$ cat config.mk
export PLATFORM = sky130hd
export DESIGN_NAME = vram_arbiter
export DESIGN_NICKNAME = d
export VERILOG_FILES = /design/src/rtl/vram_pkg.sv /design/src/rtl/vram_rd_tag_pipe.sv /design/src/rtl/vram_arbiter.sv
export SDC_FILE = /design/constraint.sdc
export NUM_CORES = 1
export LEC_CHECK = 0
export CAP_MARGIN = 10
export CORE_UTILIZATION = 45
export DETAILED_ROUTE_END_ITERATION = 12
export DONT_BUFFER_PORTS = 1
export GPL_TIMING_DRIVEN = 1
export PLACE_DENSITY_LB_ADDON = 0.3
export SLEW_MARGIN = 5
export SYNTH_ARGS = -nofsm -noshare
export SYNTH_HDL_FRONTEND = slang
export SYNTH_SLANG_ARGS = --single-unit
$ cat constraint.sdc
create_clock -name clock_50 -period 1.6 [get_ports clock_50]
set_input_delay 0 -clock clock_50 [delete_from_list [all_inputs] [get_ports clock_50]]
set_output_delay 0 -clock clock_50 [all_outputs]
set_load 0.005 [all_outputs]
$ cat src/rtl/vram_pkg.sv
// Shared types and default geometry for the video RAM path.
// Also used by the VGA controller so both sides agree on AW/DW.
package vram_pkg;

  localparam int VRAM_AW = 16;
  localparam int VRAM_DW = 8;

  typedef enum logic [1:0] {
    ARB_IDLE = 2'd0,
    ARB_VGA  = 2'd1,
    ARB_CPU  = 2'd2
  } owner_e;

  typedef struct packed {
    logic valid;
    logic is_cpu;
  } rd_tag_t;

endpackage

$ cat src/rtl/vram_rd_tag_pipe.sv
// Read-return tag delay line, DEPTH stages with latency DEPTH cycles from tag_in to tag_out.
// No backpressure: one tag enters and one leaves every cycle.
module vram_rd_tag_pipe
  import vram_pkg::*;
#(
  parameter int DEPTH = 2
) (
  input  logic    clock_50,
  input  logic    reset_n,
  input  rd_tag_t tag_in,
  output rd_tag_t tag_out
);

  rd_tag_t pipe_q [DEPTH];

  always_ff @(posedge clock_50 or negedge reset_n) begin
    if (!reset_n) begin
      for (int i = 0; i < DEPTH; i++) pipe_q[i] <= '0;
    end else begin
      pipe_q[0] <= tag_in;
      for (int i = 1; i < DEPTH; i++) pipe_q[i] <= pipe_q[i-1];
    end
  end

  assign tag_out = pipe_q[DEPTH-1];

endmodule

$ cat src/rtl/vram_arbiter.sv
// Single-port VRAM arbiter, VGA priority; grant->mem strobe 1 cycle, grant->rvalid RD_LAT+1 cycles.
// Requesters hold req until gnt; VRAM_ARB_STARVE_GUARD_EN forces a CPU grant after MAX_WAIT lost cycles.
module vram_arbiter
  import vram_pkg::*;
#(
  parameter int AW       = VRAM_AW,
  parameter int DW       = VRAM_DW,
  parameter int RD_LAT   = 1,
  parameter int MAX_WAIT = 4
) (
  input  logic          clock_50,
  input  logic          reset_n,
  input  logic          vga_req,
  input  logic [AW-1:0] vga_addr,
  output logic          vga_gnt,
  output logic [DW-1:0] vga_rdata,
  output logic          vga_rvalid,
  input  logic          cpu_req,
  input  logic          cpu_we,
  input  logic [AW-1:0] cpu_addr,
  input  logic [DW-1:0] cpu_wdata,
  output logic          cpu_gnt,
  output logic [DW-1:0] cpu_rdata,
  output logic          cpu_rvalid,
  output logic          mem_en,
  output logic          mem_we,
  output logic [AW-1:0] mem_addr,
  output logic [DW-1:0] mem_wdata,
  input  logic [DW-1:0] mem_rdata
);

  if (RD_LAT < 1 || RD_LAT > 3 || MAX_WAIT < 1) begin : g_param_check
    $error("vram_arbiter: RD_LAT must be 1..3 and MAX_WAIT >= 1");
  end

  owner_e  owner_q, owner_d;
  logic    run_q;
  logic    force_cpu;
  rd_tag_t tag_in, tag_out;

  // Grants stay low until the first clock edge after reset release.
  always_ff @(posedge clock_50 or negedge reset_n) begin
    if (!reset_n) run_q <= 1'b0;
    else          run_q <= 1'b1;
  end

`ifdef VRAM_ARB_STARVE_GUARD_EN
  localparam int WAIT_W = $clog2(MAX_WAIT + 1);
  logic [WAIT_W-1:0] wait_q;

  always_ff @(posedge clock_50 or negedge reset_n) begin
    if (!reset_n) begin
      wait_q <= '0;
    end else if (!cpu_req || cpu_gnt) begin
      wait_q <= '0;
    end else if (wait_q != WAIT_W'(MAX_WAIT)) begin
      wait_q <= wait_q + 1'b1;
    end
  end
`endif

  always_comb begin
    force_cpu = 1'b0;
`ifdef VRAM_ARB_STARVE_GUARD_EN
    force_cpu = cpu_req && (wait_q == WAIT_W'(MAX_WAIT));
`endif
    vga_gnt = run_q && vga_req && !force_cpu;
    cpu_gnt = run_q && cpu_req && (!vga_req || force_cpu);
    owner_d = ARB_IDLE;
    if (vga_gnt)      owner_d = ARB_VGA;
    else if (cpu_gnt) owner_d = ARB_CPU;
  end

  always_ff @(posedge clock_50 or negedge reset_n) begin
    if (!reset_n) owner_q <= ARB_IDLE;
    else          owner_q <= owner_d;
  end

  // Address/data hold their last value on idle cycles; only the strobes drop.
  always_ff @(posedge clock_50 or negedge reset_n) begin
    if (!reset_n) begin
      mem_we    <= 1'b0;
      mem_addr  <= '0;
      mem_wdata <= '0;
    end else begin
      case (owner_d)
        ARB_VGA: begin
          mem_we   <= 1'b0;
          mem_addr <= vga_addr;
        end
        ARB_CPU: begin
          mem_we    <= cpu_we;
          mem_addr  <= cpu_addr;
          mem_wdata <= cpu_wdata;
        end
        default: mem_we <= 1'b0;
      endcase
    end
  end

  assign mem_en = (owner_q != ARB_IDLE);

  assign tag_in.valid  = vga_gnt || (cpu_gnt && !cpu_we);
  assign tag_in.is_cpu = cpu_gnt;

  vram_rd_tag_pipe #(
    .DEPTH (RD_LAT + 1)
  ) u_tag_pipe (
    .clock_50 (clock_50),
    .reset_n  (reset_n),
    .tag_in   (tag_in),
    .tag_out  (tag_out)
  );

  assign vga_rvalid = tag_out.valid && !tag_out.is_cpu;
  assign cpu_rvalid = tag_out.valid &&  tag_out.is_cpu;
  assign vga_rdata  = mem_rdata;
  assign cpu_rdata  = mem_rdata;

endmodule

Word level (Yosys, flattened, before mapping). Cells that the tools add are included.

Logic and storage cells: 27. Output and inout port bits: 46. Bits of input ports: 53. Flip-flop bits (word level): 32.

Equal/unequal tests: 2. Muxes and demuxes: 4. Reductions and logical operators: 12.

Operators by type and width (count): case mux 16 bit (2 select lines) (1); logical AND 1 bit (6); two-way mux 2 bit (2); nonzero test 2 bit (2); logical NOT 1 bit (3); == test 2 x 1 -> 1 bit, second input constant (1); == test 2 bit, second input constant (1); logical OR 1 bit (1); two-way mux 1 bit (1).

Depth between registers and ports, before layout. Gate-level depths: netlist of the first run.

Depth in word-level cells: 6. Mapped depth: 5. Mapped depth without buffers: 3.

By module. A second synthesis of the first run with hierarchy kept.

Cells, all modules: 127. Area, all modules: 1649.1 µm².

Modules (own cells, without submodules): vram_arbiter (seq. area each 700.7 µm², cells each 121, area each 1534.0 µm², instances 1); vram_rd_tag_pipe (seq. area each 100.1 µm², cells each 6, area each 115.1 µm², instances 1).

Worst setup path after synthesis of the first run. OpenSTA, ideal clock, no wires.

Path type: register -> register. From: register run_q. To: register mem_wdata[0]. Data arrival time: 1021 ps. Path slack: 455 ps. Period minus slack after synthesis: 1145 ps. Path buffers: 1. Required time: 1475 ps. Stages on the path, launching flop included: 5. Setup time: 125 ps. Cell sequence: dfrtp_1 > buf_6 > nand2_8 > nor2_8 > mux2_2.

Word-level cells in the longest chain between the ends: 5. Elaborated cells between the ends (all ways): 6. Classes of those cells: 1 x eq/ne; 2 x mux; 3 x reduce/logical.

RTL lines: from (decl) (line vram_arbiter.sv:37) `logic run_q;`; from (signal assigned) (line vram_arbiter.sv:43) `if (!reset_n) run_q <= 1'b0;`; from (signal assigned) (line vram_arbiter.sv:44) `else run_q <= 1'b1;`; logical AND 1 bit (2 in a row) (line vram_arbiter.sv:68) `cpu_gnt = run_q && cpu_req && (!vga_req || force_cpu);`; two-way mux 2 bit (line vram_arbiter.sv:71) `else if (cpu_gnt) owner_d = ARB_CPU;`; two-way mux 2 bit (*) (line vram_arbiter.sv:70) `if (vga_gnt) owner_d = ARB_VGA;`; via owner_d[1] (line vram_arbiter.sv:36) `owner_e owner_q, owner_d;`; == test 2 bit (*) (line vram_arbiter.sv:86) `case (owner_d)`; to (signal assigned) (line vram_arbiter.sv:94) `mem_wdata <= cpu_wdata;`; to (decl) (line vram_arbiter.sv:28) `output logic [DW-1:0] mem_wdata,`.

The timed path passes the listed nets; every way through them passes the cells marked *. A chain may end at the register's enable or synchronous reset.

Worst setup path in the final report of the first run.
From: register run_q. To: register owner_q[1].

Word-level cells in the longest chain between the ends: 4. Elaborated cells between the ends (all ways): 5. Classes of those cells: 2 x mux; 3 x reduce/logical.

RTL lines: logical AND 1 bit (2 in a row) (line vram_arbiter.sv:68); two-way mux 2 bit (line vram_arbiter.sv:71); two-way mux 2 bit (*) (line vram_arbiter.sv:70); via owner_d[1] (line vram_arbiter.sv:36); to (signal assigned) (line vram_arbiter.sv:76) `else owner_q <= owner_d;`; to (decl) (line vram_arbiter.sv:36).

Marked as above.

==> results.yml, run 1 <==
synth:
  synth_area_um2: 1524
  synth_compound_area_share_pct: 7.061
  ys_warn_count: 0
  synth-seq-cells: 32
  async_flop_share_pct: 100.0
  synth_top_family_by_area: "simple AND/OR/NAND/NOR gates"
  synthMuxAreaShare_pct: 5.911
  synth.net_count: 195
  synth_edf_count: 0
  netlist-cell-type-count: 17
  yosys.area_share.simple_pct: 21.43
  syn_area_per_cell_um2: 10.73
  synth_xor_area_share_pct: 0
  synthFlopType: "dfrtp_1"
  ys_seq_area_share_pct: 52.55
  synth-adder-area-share_pct: 0
  synth_cells: 142
drt:
  drc: 0
  via_count: 1218
  wl_per_cell_um: 16.65
  first_pass_iters: 5
  drt_iter0_markers: 79
  drt-total-wl_um: 3597
  ant_nets: 0
  via_per_inst: 5.639
sta:
  period_share_pct: 88.53
  rsz0062_at_grt: "false"
  fmax_ghz: 0.7060
  period_needed_ps: 1417
  setup_viol: 0
  worst_pin_slew_ps: 650.0
  fin_tns_setup_ps: 0
  maxSlewViolCount: 0
  hold_violations: 0
  finClkSkew_ps: 12.44
  slew-limit-headroom_pct: 56.52
power:
  p_int_mw: 1.250
  leakagePower_nw: 0.7900
  switchingPower_mw: 0.4763
  power_frac_seq_pct: 59.0
  ir_drop_mv: 0.5804
  p_sw_share_pct: 27.59
  powerDensity_nw_per_um2: 889.0
  p_comb_share_pct: 17.6
  clock_power_share_pct: 23.4
cts:
  cts_made_buffers: 5
  clockRootBuffer: "clkbuf_4"
  cts.htree.levels: 2
  clock_sinks: 32
  clk_latency_ps: 320
  cts_tree: "done"
  ctsLongestPathBuffers: 2
  path_clk_slew_ps: 90
placement:
  port_buffers: 0
  dp_hpwl_um: 2101
  place_congestion: 0.7097
global_routing:
  antenna_found_initial: 0
  grt_pass1_vias: 1205
  track_usage_pct: 22.01
  grt_max_degree: 37
  overflow: 0
  grt_pass1_wl_um: 5678
status:
  outcome: "finished, final reports clean"
cells_and_area:
  layout_commonest_cell: "nor3_1"
  antenna_cells: 0
  drive_above_1_share_pct: 12.21
  final_util_pct: 62.08
  layout_common_cells: "nor3_1 (48), dlygate4sd3_1 (46), dfrtp_1 (32)"
  area_growth_syn_to_layout_pct: 27.42
  layout.nets: 225
setup_path:
  crit_end: "owner_q[1]$_DFF_PN0_"
  endpoint_kind: "flop"
  critPathLaunch: "run_q$_DFF_PN0_"
  reg2reg_from: "run_q$_DFF_PN0_"
  crit_required_ps: 1850
  reg2reg_to: "owner_q[1]$_DFF_PN0_"
  r2r_cells: 3
  critPathLaunchType: "flop"
  cp.arrival_ps: 1670
  crit_type: "flop to flop"
  critPathMaxFanout: 18
  ff2ff_setup_slack_ps: 180
worst_hold_path:
  hold_class: "input pin to primary output"
floorplanning:
  initial_utilization_pct: 48.72
  die-width_um: 60.20
  dieArea_um2: 3623
  dieHeight_um: 60.20
  io-pin-count: 99
  coreArea_um2: 3128
  rows: 20
run:
  maxCapViolCount: 0
stage by stage:
step	cells	worst slack [ps]	area [um2]	hold WS [ps]	power (mW)
2_1_floorplan	142	454.6	1524	-295.6	1.211
6_report	216	183.5	1942	0.003045	1.726
4_1_cts	216	169.7	1942	0.09308	1.743
5_1_grt	216	81.10	1942	0.01207	1.834
3_5_place_dp	161	351.0	1395	-294.9	1.199
3_3_place_gp	161	398.7	1395	-294.8	1.183
state kept, by name, summed over array words and instances, names as in the netlist:
name / count
mem_addr: 16
mem_wdata: 8
owner_q: 2
u_tag_pipe.pipe_q: 2
u_tag_pipe.tag_out: 2
mem_we: 1
run_q: 1
power groups by stage:
stage | sequential (mW) | combinational (mW) | clock [mW]
after floorplan | 1.00 | 0.208 | 0
after global placement | 1.03 | 0.155 | 0
after detailed placement | 1.03 | 0.167 | 0
after CTS | 1.02 | 0.303 | 0.423
after global routing | 1.03 | 0.334 | 0.467
final | 1.02 | 0.303 | 0.405
cell usage after synthesis, types with 2 or more instances:
library cell  instances  area [um2]
nor3_1               48       240.2
dfrtp_1              32       800.8
buf_4                22       165.2
o22ai_1              16       100.1
mux2_2                8       90.09
buf_2                 3       15.01
and2_1                2       12.51
nor2b_1               2       12.51
worst min path at each step:
| stage | from | end | slack [ps] | depth (start not counted) |
|---|---|---|---|---|
| 2_1_floorplan | reset_n | mem_addr[0]$_DFFE_PN0P_ | -300 | 0 |
| 3_3_place_gp | reset_n | mem_we$_DFF_PN0_ | -290 | 0 |
| 3_5_place_dp | reset_n | owner_q[1]$_DFF_PN0_ | -290 | 0 |
| 4_1_cts | mem_rdata[2] | cpu_rdata[2] | 0.09 | 0 |
| 5_1_grt | mem_rdata[2] | cpu_rdata[2] | 0.01 | 0 |
| 6_report | mem_rdata[1] | vga_rdata[1] | 0.003 | 0 |
worst max-delay path, cell delays in order (launching register included):
cell           delay [ps]
dfrtp_1               440
nand2_8               150
nor2_8                190
dlygate4sd3_1         570
per-layer routing:
metal | vias to the layer above | track usage, % | part of all wire (%)
li1 | 555 | - | -
met1 | 597 | 25.31 | 41
met4 | 0 | 9.302 | 1.9
met5 | - | 0 | 0
met3 | 14 | 8.442 | 6.8
met2 | 52 | 36.26 | 50
logic make-up (layout without fill, tap and decap cells):
| kind of cell | Yosys count | count (layout) |
|---|---|---|
| AND/OR/NAND/NOR | 57 | 57 |
| flip-flops | 32 | 32 |
| buffers and inverters | 27 | 57 |
| AO/OA/AOI/OAI | 17 | 17 |
| multiplexers | 8 | 8 |
| other | 1 | 1 |
timing repair:
action / CTS / global route
hold buffers: 48 / 0
resized for setup: 0 / 0
endpoints found under the hold margin: 61 / 0
endpoints found under the setup margin: 0 / 0
buffers inserted: 0 / 0
final cells by class:
cell class | count | area, um2
Clock buffer | 6 | 41.29
Multi-Input combinational cell | 83 | 528.0
Sequential cell | 32 | 800.8
Timing Repair Buffer | 49 | 508.0
Tap cell | 44 | 55.05
Clock inverter | 1 | 5.005
Inverter | 1 | 3.754
Fill cell | 255 | 1186
Power figures use the tool's default switching activity.
==> inputs of run 2 (changes only) <==
Settings changed: RECOVER_POWER set to 50.
==> run 2 against run 1 <==
  * Clock power about the same
  * Clock-buffer cell count unchanged
  * Critical endpoint unchanged
  * Clock skew hardly changed
  * Sequential cell count stayed put
  * Highest routed layer unchanged
  * Critical path type unchanged
  * Setup slack worse by 0.98 ps
  * Die area is the same
  * Sequential share of layout area grew 0.32 points
  * Global-route usage unchanged
==> results.yml, run 2 (same netlist as run 1, synthesis figures left out) <==
setup_path:
  cp_top_family: "buffers and inverters"
  cp.arrival_ps: 1670
  crit_type: "flop to flop"
  crit_required_ps: 1860
  path_buf_inv: 1
  slowest_stage: "dlygate4sd3_1"
  critPathLaunchType: "flop"
  endpoint_kind: "flop"
  critPathMaxFanout: 18
  slowest_delay_ps: 570
  crit_path_cell_trace: "nand2_8 > nor2_8 > dlygate4sd3_1"
cells_and_area:
  fillers: 256
  area_growth_syn_to_layout_pct: 26.44
  fin_area_um2: 1927
  regMostFlops: "mem_addr"
  layout_commonest_cell: "nor3_1"
  reg.largest.list: "mem_addr: 16 flops, mem_wdata: 8 flops"
  layout.nets: 225
  largest_reg_flops: 16
  drive_above_1_share_pct: 12.21
  layout_common_cells: "nor3_1 (48), dlygate4sd3_1 (46), dfrtp_1 (32)"
  final_util_pct: 61.60
  antenna_cells: 0
  finalNonFillerCells: 216
drt:
  wl_per_cell_um: 16.58
  first_pass_iters: 5
  drt_iter0_markers: 76
  ant_nets: 0
  via_per_inst: 5.551
  drc: 0
  via_count: 1199
  drt-total-wl_um: 3581
placement:
  pre_cts_slack_ps: 351.0
  dp_hpwl_um: 2101
  port_buffers: 0
  place_congestion: 0.7097
  dp.cells: 161
  placed_cell_area_um2: 1395
status:
  outcome: "finished, final reports clean"
floorplanning:
  die-width_um: 60.20
  dieHeight_um: 60.20
  rows: 20
  initial_utilization_pct: 48.72
  dieArea_um2: 3623
  coreArea_um2: 3128
  io-pin-count: 99
global_routing:
  grt_pass1_vias: 1205
  overflow: 0
  track_usage_pct: 22.01
  grt_max_degree: 37
  antenna_found_initial: 0
  grt_pass1_wl_um: 5678
sta:
  fmax_ghz: 0.7055
  rsz0062_at_grt: "false"
  slew-limit-headroom_pct: 48.30
  setup_viol: 0
  maxSlewViolCount: 0
  period_share_pct: 88.59
  worst_pin_slew_ps: 775.6
  setup_ws_ps: 182.5
  period_needed_ps: 1418
  finClkSkew_ps: 12.24
  fin_tns_setup_ps: 0
  hold_violations: 0
cts:
  clockRootBuffer: "clkbuf_4"
  cts.htree.levels: 2
  clock_sinks: 32
  clk_latency_ps: 320
  cts_made_buffers: 5
  path_clk_slew_ps: 90
  ctsLongestPathBuffers: 2
  cts_tree: "done"
power:
  p_int_mw: 1.246
  leakagePower_nw: 0.7847
  clock_power_share_pct: 23.6
  p_comb_share_pct: 17.3
  p_sw_share_pct: 27.64
  powerDensity_nw_per_um2: 893.4
  switchingPower_mw: 0.4758
  ir_drop_mv: 0.5810
  power_frac_seq_pct: 59.1
worst_hold_path:
  hold_class: "input pin to primary output"
run:
  maxCapViolCount: 0
==> run 2: cell count changes in the layout (fill, tap and decap cells not counted) <==
cell | previous run | this run
buf_12 | 2 | 1
clkbuf_2 | 0 | 1
==> run 2: metrics by stage <==
stage | hold slack (ps) | power [mW]
after floorplan | -295.6 | 1.211
after global placement | -294.8 | 1.183
after detailed placement | -294.9 | 1.199
after CTS | 0.09308 | 1.743
after global routing | 0.01207 | 1.829
final | 0.003055 | 1.721
==> run 2: per-layer routing <==
layer | track usage, % | wire [um] | vias up
met4 | 9.302 | 63 | 0
met2 | 36.26 | 1801 | 48
met5 | 0 | 0 | -
met1 | 25.31 | 1471 | 582
li1 | - | - | 555
met3 | 8.442 | 245 | 14
==> run 2: path summary, 6_finish.rpt <==
path                                                 from                         endpoint  slack (ps)  cells after the start
max                                       run_q$_DFF_PN0_             owner_q[1]$_DFF_PN0_         180                      3
min                                          mem_rdata[1]                     vga_rdata[1]       0.003                      0
max reg2reg                               run_q$_DFF_PN0_             owner_q[1]$_DFF_PN0_         180                      3
min reg2reg                u_tag_pipe.pipe_q[3]$_DFF_PN0_  u_tag_pipe.tag_out[1]$_DFF_PN0_         360                      0
max in group asynchronous                         reset_n         mem_wdata[3]$_DFFE_PN0N_         790                      2
min in group asynchronous                         reset_n   u_tag_pipe.pipe_q[2]$_DFF_PN0_         310                      2
==> run 2: what timing repair did <==
action                                 in CTS  in global routing
endpoints found under the hold margin      61                  0
resized for setup                           0                  0
hold buffers                               48                  0
setup buffers                               0                  0
==> run 2: power by group through the flow <==
stage / clock network (mW) / logic (mW) / registers (mW)
finish: 0.406 / 0.299 / 1.02
global route: 0.467 / 0.329 / 1.03
CTS: 0.423 / 0.303 / 1.02
detailed placement: 0 / 0.167 / 1.03
global placement: 0 / 0.155 / 1.03
floorplan: 0 / 0.208 / 1.00
==> run 2: cell type report <==
| cell class | instances | area [um2] | share of cell area, % |
|---|---|---|---|
| multi-input cells | 83 | 528.0 | 27.40 |
| well taps | 44 | 55.05 | 2.857 |
| clock buffers | 6 | 41.29 | 2.143 |
| clock inverters | 1 | 5.005 | 0.2597 |
| inverters | 1 | 3.754 | 0.1948 |
| flip-flops and latches | 32 | 800.8 | 41.56 |
| repair buffers | 49 | 493.0 | 25.58 |
==> run 2: worst reg2reg max path: cells and delay by family, from the launching register on <==
family | cells | cell delay, ps
buf+inv | 1 | 570
flops | 1 | 450
simple gates | 2 | 340
==> inputs of run 3 (changes only) <==
Settings changed: SYNTH_HIERARCHICAL set to 1.
==> run 3 against run 2 <==
  * Combinational power is 3% higher
  * Critical path depth is 1 higher
  * Critical endpoint is now mem_addr[6]$_DFFE_PN0P_
  * Register-to-register slack worse by 110 ps
  * Largest power group unchanged
  * Highest routed layer unchanged
  * Clock skew is 0.64 ps lower
==> results.yml, run 3 <==
status:
  outcome: "finished, final reports clean"
worst_hold_path:
  hold_class: "input pin to primary output"
setup_path:
  cp.depth: 4
  cp_top_family: "buffers and inverters"
  critPathMaxFanout: 19
  crit_end: "mem_addr[6]$_DFFE_PN0P_"
  crit_path_cell_trace: "buf_4 > nand3b_1 > dlygate4sd3_1 > o211a_1"
  reg2reg_from: "run_q$_DFF_PN0_"
  critPathLaunch: "run_q$_DFF_PN0_"
  cp.arrival_ps: 1750
  r2r_cells: 4
  path_buf_inv: 2
  endpoint_kind: "flop"
  critPathLaunchType: "flop"
  crit_type: "flop to flop"
  slowest_stage: "dlygate4sd3_1"
  slowest_delay_ps: 580
  ff2ff_setup_slack_ps: 80
  crit_required_ps: 1820
  reg2reg_to: "mem_addr[6]$_DFFE_PN0P_"
synth:
  synthFlopType: "dfrtp_1"
  ys_top_cells_by_area: "dfrtp_1 (49%), nand4bb_1 (11%), o211a_1 (9.1%), buf_4 (8.2%), mux2_4 (7.3%)"
  ys_seq_area_share_pct: 48.56
  synth_cells: 127
  synth_area_um2: 1649
  syn_area_per_cell_um2: 12.98
  ys_warn_count: 6
  synth.net_count: 180
  yosysTopAreaCell: "dfrtp_1"
  async_flop_share_pct: 100.0
  yosys-top-cells-count: "dfrtp_1 (32), buf_4 (18), nand4bb_1 (16)"
  yosysMostFrequentCell: "dfrtp_1"
  netlist-cell-type-count: 19
  synth-seq-cells: 32
  synth_top_area_share_pct: 48.56
  synth_edf_count: 0
cells_and_area:
  finalNonFillerCells: 203
  area_growth_syn_to_layout_pct: 27.09
  layout_common_cells: "dlygate4sd3_1 (45), dfrtp_1 (32), nand4bb_1 (16)"
  layout.nets: 209
  fillers: 290
  reg.largest.list: "mem_addr: 16 flops, mem_wdata: 8 flops"
  layout_commonest_cell: "dlygate4sd3_1"
  largest_reg_flops: 16
  final_util_pct: 61.36
  regMostFlops: "mem_addr"
  antenna_cells: 0
  drive_above_1_share_pct: 14.01
placement:
  dp.cells: 148
  port_buffers: 0
  dp_hpwl_um: 2119
  place_congestion: 0.6911
floorplanning:
  io-pin-count: 99
  initial_utilization_pct: 48.28
  dieArea_um2: 3911
  die-width_um: 62.54
  coreArea_um2: 3416
  rows: 21
  dieHeight_um: 62.54
drt:
  first_pass_iters: 4
  wl_per_cell_um: 18.14
  drc: 0
  wl_met1_um: 1483
  ant_nets: 0
  dr_wl_met3_um: 267
  drt-total-wl_um: 3683
  highest_layer: "met4"
  via_per_inst: 5.483
  via_count: 1113
  met2_wirelength_um: 1874
  drt_iter0_markers: 34
cts:
  cts_made_buffers: 5
  clock_sinks: 32
  ctsLongestPathBuffers: 2
  cts_setup_buffers: 0
  cts_tree: "done"
  path_clk_slew_ps: 100
  clockRootBuffer: "clkbuf_4"
  cts.htree.levels: 2
  clk_latency_ps: 330
global_routing:
  grt_max_degree: 33
  overflow: 0
  antenna_found_initial: 0
  grt_pass1_wl_um: 6085
  track_usage_pct: 20.29
  grt_pass1_vias: 1190
sta:
  finClkSkew_ps: 11.60
  fin_tns_setup_ps: 0
  period_needed_ps: 1525
  worst_pin_slew_ps: 782.1
  slew-limit-headroom_pct: 47.86
  setup_viol: 0
  maxSlewViolCount: 0
  period_share_pct: 95.31
  rsz0062_at_grt: "false"
  fmax_ghz: 0.6558
  hold_violations: 0
power:
  leakagePower_nw: 0.9266
  power_mw: 1.994
  powerDensity_nw_per_um2: 951.2
  ir_drop_mv: 0.4989
run:
  maxCapViolCount: 0
## run 3: kinds of logic (layout without fill, tap and decap cells)
group                  count (synthesis)  count (layout)  synth area share [%]
other                                  1               1                0.2274
AO/OA/AOI/OAI                         18              18                 10.70
flip-flops                            32              32                 48.56
multiplexers                           8               8                 7.284
buffers and inverters                 30              60                 12.14
AND/OR/NAND/NOR                       38              38                 21.09
## run 3: what timing repair did
item,CTS,global route
hold buffers,47,0
setup endpoints to repair,0,4
hold endpoints to repair,61,0
resized for setup,0,1
## run 3: area by class of cell
cell class | count | area [um2] | share of cell area (%)
inverter | 3 | 11.26 | 0.5373
clock inverter | 1 | 30.03 | 1.433
sequential | 32 | 800.8 | 38.21
timing repair buffer | 49 | 483.0 | 23.04
multi-input combinational | 65 | 648.1 | 30.93
tap | 46 | 57.56 | 2.746
clock buffer | 7 | 65.06 | 3.104
## run 3: worst register-to-register path, cell delays in order (launching register included)
cell	delay, ps
dfrtp_1	380
buf_4	230
nand3b_1	120
dlygate4sd3_1	580
o211a_1	110
## run 3: worst min path at each step
stage                            start                        to  slack (ps)  depth (start not counted)
after floorplan                reset_n   mem_addr[0]$_DFFE_PN0P_        -300                          0
after global placement         reset_n  mem_wdata[3]$_DFFE_PN0N_        -290                          0
after detailed placement       reset_n   mem_addr[0]$_DFFE_PN0P_        -290                          0
after CTS                 mem_rdata[5]              vga_rdata[5]        0.06                          0
after global routing      mem_rdata[3]              cpu_rdata[3]        0.01                          0
final                     mem_rdata[7]              cpu_rdata[7]       0.003                          0
## run 3: power breakdown
| group | leakage, nW | switching [mW] | internal (mW) |
|---|---|---|---|
| clock network | 0.0515 | 0.279 | 0.415 |
| registers | 0.375 | 0.0828 | 0.909 |
| logic | 0.501 | 0.107 | 0.201 |
## run 3: through the flow
stage / instance area [um2] / hold slack [ps] / setup WS, ps
after floorplan: 1649 / -295.6 / 430.1
after global placement: 1533 / -294.6 / 407.4
after detailed placement: 1533 / -294.8 / 350.4
after CTS: 2108 / 0.06002 / 8.388
after global routing: 2096 / 0.01241 / 12.92
final: 2096 / 0.002890 / 75.11
## run 3: metal layers
layer  track usage [%]  vias up
met5                 0        -
met4             7.267        0
met3             8.029        8
met2             34.24       46
met1             23.13      557
li1                  -      502
